[config.mk]
export PLATFORM = sky130hd
export DESIGN_NAME = ifid_stage_reg
export DESIGN_NICKNAME = d
export VERILOG_FILES = /design/src/rtl/ifid_stage_reg.sv
export SDC_FILE = /design/constraint.sdc
export NUM_CORES = 1
export LEC_CHECK = 0
export ABC_AREA = 1
export BUFFER_PORTS_ARGS = -buffer_cell sky130_fd_sc_hd__buf_4
export CELL_PAD_IN_SITES_DETAIL_PLACEMENT = 0
export CELL_PAD_IN_SITES_GLOBAL_PLACEMENT = 1
export CORE_MARGIN = 2
export CORE_UTILIZATION = 34
export CTS_CLUSTER_SIZE = 24
export DETAILED_ROUTE_END_ITERATION = 10
export HOLD_SLACK_MARGIN = 0.15
export PLACE_DENSITY_LB_ADDON = 0.1
export SYNTH_ARGS = -nofsm -noshare
export SYNTH_HDL_FRONTEND = slang
export SYNTH_SLANG_ARGS = --single-unit
[constraint.sdc]
create_clock -name clk -period 2.07 [get_ports clk]
set_input_delay 0.1035 -clock clk [delete_from_list [all_inputs] [get_ports clk]]
set_output_delay 0.1035 -clock clk [all_outputs]
set_load 0.05 [all_outputs]
[src/rtl/ifid_stage_reg.sv]
// IF/ID pipeline stage register with valid/ready handshake, flush and stall counter.
// Define IFID_SKID_EN for the 2-entry skid buffer with a registered in_ready.
module ifid_stage_reg #(
    parameter int unsigned       DATA_W   = 32,
    parameter int unsigned       PC_W     = 32,
    parameter logic [DATA_W-1:0] NOP_WORD = '0,
    parameter int unsigned       CNT_W    = 16
) (
    input  logic              clk,
    input  logic              rst,
    input  logic              in_valid,
    output logic              in_ready,
    input  logic [DATA_W-1:0] in_inscode,
    input  logic [PC_W-1:0]   in_pc,
    input  logic              flush,
    output logic              out_valid,
    input  logic              out_ready,
    output logic [DATA_W-1:0] out_inscode,
    output logic [PC_W-1:0]   out_pc,
    input  logic              cnt_clr,
    output logic [CNT_W-1:0]  stall_cnt
);

    logic              ov_q, ov_d;
    logic [DATA_W-1:0] oi_q, oi_d;
    logic [PC_W-1:0]   op_q, op_d;
    logic [CNT_W-1:0]  cnt_q, cnt_d;
    logic              accept;
    logic              deliver;

    assign accept      = in_valid && in_ready;
    assign deliver     = ov_q && out_ready;
    assign out_valid   = ov_q;
    assign out_inscode = oi_q;
    assign out_pc      = op_q;
    assign stall_cnt   = cnt_q;

    // Saturating backpressure counter; clear wins over increment
    always_comb begin
        cnt_d = cnt_q;
        if (cnt_clr) begin
            cnt_d = '0;
        end else if (ov_q && !out_ready && (cnt_q != '1)) begin
            cnt_d = cnt_q + CNT_W'(1);
        end
    end

    always_ff @(posedge clk or negedge rst) begin
        if (!rst) begin
            cnt_q <= '0;
        end else begin
            cnt_q <= cnt_d;
        end
    end

`ifdef IFID_SKID_EN
    localparam logic [1:0] ST_EMPTY = 2'd0;
    localparam logic [1:0] ST_ONE   = 2'd1;
    localparam logic [1:0] ST_FULL  = 2'd2;

    logic [1:0]        state_q, state_d;
    logic [DATA_W-1:0] si_q, si_d;
    logic [PC_W-1:0]   sp_q, sp_d;
    logic              rdy_q, rdy_d;

    assign in_ready = rdy_q;

    // Next-state: main register feeds decode, skid catches the word accepted under backpressure
    always_comb begin
        state_d = state_q;
        oi_d    = oi_q;
        op_d    = op_q;
        si_d    = si_q;
        sp_d    = sp_q;
        case (state_q)
            ST_EMPTY: begin
                if (accept) begin
                    state_d = ST_ONE;
                    oi_d    = in_inscode;
                    op_d    = in_pc;
                end
            end
            ST_ONE: begin
                if (accept && deliver) begin
                    oi_d = in_inscode;
                    op_d = in_pc;
                end else if (accept) begin
                    state_d = ST_FULL;
                    si_d    = in_inscode;
                    sp_d    = in_pc;
                end else if (deliver) begin
                    state_d = ST_EMPTY;
                    oi_d    = NOP_WORD;
                    op_d    = '0;
                end
            end
            ST_FULL: begin
                if (deliver) begin
                    state_d = ST_ONE;
                    oi_d    = si_q;
                    op_d    = sp_q;
                end
            end
            default: begin
                state_d = ST_EMPTY;
                oi_d    = NOP_WORD;
                op_d    = '0;
            end
        endcase
        if (flush) begin
            state_d = ST_EMPTY;
            oi_d    = NOP_WORD;
            op_d    = '0;
        end
        ov_d  = (state_d != ST_EMPTY);
        rdy_d = (state_d != ST_FULL);
    end

    always_ff @(posedge clk or negedge rst) begin
        if (!rst) begin
            state_q <= ST_EMPTY;
            ov_q    <= 1'b0;
            oi_q    <= NOP_WORD;
            op_q    <= '0;
            si_q    <= '0;
            sp_q    <= '0;
            rdy_q   <= 1'b1;
        end else begin
            state_q <= state_d;
            ov_q    <= ov_d;
            oi_q    <= oi_d;
            op_q    <= op_d;
            si_q    <= si_d;
            sp_q    <= sp_d;
            rdy_q   <= rdy_d;
        end
    end
`else
    assign in_ready = !ov_q || out_ready;

    // Single register: load on accept, return to NOP bubble on plain deliver or flush
    always_comb begin
        ov_d = ov_q;
        oi_d = oi_q;
        op_d = op_q;
        if (flush) begin
            ov_d = 1'b0;
            oi_d = NOP_WORD;
            op_d = '0;
        end else if (accept) begin
            ov_d = 1'b1;
            oi_d = in_inscode;
            op_d = in_pc;
        end else if (deliver) begin
            ov_d = 1'b0;
            oi_d = NOP_WORD;
            op_d = '0;
        end
    end

    always_ff @(posedge clk or negedge rst) begin
        if (!rst) begin
            ov_q <= 1'b0;
            oi_q <= NOP_WORD;
            op_q <= '0;
        end else begin
            ov_q <= ov_d;
            oi_q <= oi_d;
            op_q <= op_d;
        end
    end
`endif

endmodule

==> results.txt <==
logic gate share of total power - 23.6%
Net Sw Frac - 30.5%
Slew headroom - 67.2%
# port buffers - 151
Worst Setup Slack, final - 0.292 ns
Pint - 0.00258 W
Sw Pwr - 0.00113 W
CP top delay family - buffers and inverters
P_leak - 3.13 nW
I/O pin cnt - 152
Clk Latency, worst-skew pair - 0.34 ns
number of nets in the layout - 728
# Max-Cap Violations - 0
Yosys reg bits - 81
Yosys cell types - 22
CP Data Arrival Time - 1.99 ns
root buffer cell - clkbuf_8
die area - 11,600 um2
initial DRC count - 86
worst-path maximum fanout - 45
PD cells - 638 nW/um2
Post-DP HPWL - 7.01 mm
synthesized area - 3640 um2
Total Wirelength - 10.5 mm
FP Rows - 37
initial antenna violation count - 0
status - finished, final reports clean
GRT Residual Overflow - 0
Fin Setup TNS - 0 ns
DRT Pass-1 Iters - 4
Gate Count Post-Synth - 435
crit path time final - 1.78 ns
Final Instance Count excl. Fillers - 796
sequential area share after synthesis - 55.7%
Slew Limit Fails - 0
DP Worst Slack - 0.307 ns
Fmax achieved - 0.562 GHz
Hold Slack - 0.209 ns
Final ANT Viol Nets - 0
largest net degree at the start of global routing - 46
Adder-Cell Fraction of Synth Area - 0.344%
Inst Count DP - 714
clock sink total - 81
Syn. warnings - 0
sequential share of power - 45.9%
DIE HEIGHT - 107 um
skew final - 0.00815 ns
Max H-tree Level - 3
post-CTS sizing - 0
Crit path required time - 2.28 ns
total track usage - 18.8%
WS Path Type - primary input to flop
share of layout cells above drive strength 1 - 27.0%
Worst path slowest cell - dlygate4sd3_1
worst hold path class - primary input to asynchronous set/reset pin
clock share of power - 30.5%
syn avg cell area - 8.37 um2
main combinational cell family by area after synthesis - buffers and inverters
first-pass GRT wire length - 17.1 mm
CP Cell Sequence - dlygate4sd3_1 > buf_4 > nor2_4 > inv_1 > nand3_2 > buf_4 > o22ai_1
Via Count - 3,463
TritonCTS clock tree - done
Via-to-Cell Ratio - 4.35
unrepaired setup endpoints after global routing - false
Max stage delay on crit path - 0.54 ns
Initial Utilization - 35.1%
startpoint types - primary input
Inserted Clock Buffers - 9
Die W - 107 um
# setup viols final - 0
Remaining DRCs - 0
endpoints failing hold - 0
syn_nets - 506
worst-case clock buffer depth - 2
diode count - 0
DR WL/cell - 13.2 um
period utilization - 85.9%
area fraction in and, or, nand and nor cells after synthesis - 13.1%
Worst path most repeated cell - buf_4
Core Region - 10,400 um2
Critical Path Sink Type - flop
post-synthesis mux area share - 0%
worst slew pin tran - 0.492 ns
worst-case vdd ir drop - 309 uV
Compound-Gate Fraction of Synth Area - 12.7%
final core occ - 56.0%
CP bufs+invs - 4
area delta synth->final - 59.6%
GP Congestion - 0.769
Reg clk slew, reported paths - 0.08 ns
xor/xnor cell area share of the yosys netlist - 0.962%
vias in the first global route - 3,620
sequential cells by signal, indices dropped and copies added, names as in the netlist:
register     flops
out_pc          32
stall_cnt       16
out_inscode     32
out_valid        1
logic make-up (layout without fill, tap and decap cells):
group           Yosys count  count (layout)
compound gates           74              74
xor+xnor                  4               4
fa+ha+maj                 1               1
buf+inv                 163             388
flops                    81              81
simple gates            112             112
worst paths after layout:
kind	startpoint	endpoint	slack (ns)	cells past startpoint
worst min register to register	out_inscode[8]	out_inscode[8]	0.54	2
worst max-delay path	out_ready	out_pc[30]	0.29	7
worst min-delay path	rst	out_pc[30]	0.21	2
min in group clk	in_valid	out_inscode[30]	0.22	3
max in group asynchronous	rst	stall_cnt[5]	1.20	3
worst max register to register	out_valid	out_pc[30]	0.31	6
power by group through the flow:
stage / Clock, W / Combinational [W] / Sequential (W)
2_1_floorplan: 0 / 0.000173 / 0.00201
3_5_place_dp: 0 / 0.000776 / 0.00173
5_1_grt: 0.00124 / 0.000935 / 0.00172
4_1_cts: 0.00119 / 0.000878 / 0.00171
6_report: 0.00113 / 0.000875 / 0.00170
3_3_place_gp: 0 / 0.000768 / 0.00173
area by class of cell:
class,instances,area [um2]
Fill cell,977,4560
Sequential cell,81,2030
Timing Repair Buffer,225,1870
Multi-Input combinational cell,191,1000
Inverter,149,559
Tap cell,136,170
Clock buffer,11,141
Clock inverter,3,42.5
metrics by stage:
step                area [um2]  total power, W
floorplan                 3640         0.00218
global placement          4950         0.00250
finish                    5810         0.00371
global route              5810         0.00389
detailed placement        4950         0.00251
CTS                       5810         0.00377
cells in the mapped netlist:
cell type	count	area, um2
o21ai_1	2	10.0
nor3_1	1	5.00
o21ai_0	4	20.0
dfrtp_1	81	2030
nand4_1	4	25.0
nand3b_1	1	7.51
nor2_4	2	22.5
clkbuf_1	7	26.3
nand3_1	14	70.1
xor2_1	4	35.0
o21bai_1	3	22.5
o22ai_1	64	400
inv_1	148	556
buf_6	1	11.3
nor2_1	18	67.6
clkinv_1	1	3.75
o21ai_2	1	8.76
nor2_2	3	18.8
buf_2	6	30.0
nand2_2	1	6.26
ha_1	1	12.5
nand2_1	68	255
what timing repair did:
| action | in CTS | in global routing |
|---|---|---|
| hold buffers | 68 | 0 |
| hold endpoints to repair | 160 | 0 |
| setup buffers | 0 | 0 |
worst reg2reg max path, cell delays in order, from the launching register on:
cell and delay, ns:
dfrtp_1 0.37, inv_1 0.07, nor2_4 0.16, inv_1 0.14, nand3_2 0.23, buf_4 0.48, o22ai_1 0.17
per-layer routing:
metal / routed length, um / GRT usage, % / vias up / share of wire (%)
li1: - / - / 1754 / -
met1: 4630 / 23.4 / 1602 / 44
met2: 5060 / 31.1 / 93 / 48
met3: 601 / 5.15 / 14 / 5.7
met4: 189 / 6.87 / 0 / 1.8
met5: 0 / 0 / - / 0
placed cells by master (no fill, tap or decap), types with 2 or more instances in the layout:
master         synthesis  layout
o21ai_0                4       4
buf_4                  0     156
o21ai_1                2       2
nor2_2                 3       3
nand4_1                4       4
o21bai_1               3       3
xor2_1                 4       4
nand2_1               68      68
clkbuf_8               0      10
dlygate4sd3_1          0      68
inv_1                148     148
nor2_1                18      18
dfrtp_1               81      81
nand3_1               14      13
nor2_4                 2       2
o22ai_1               64      64
Note: power is estimated with default switching activity, not from simulation.
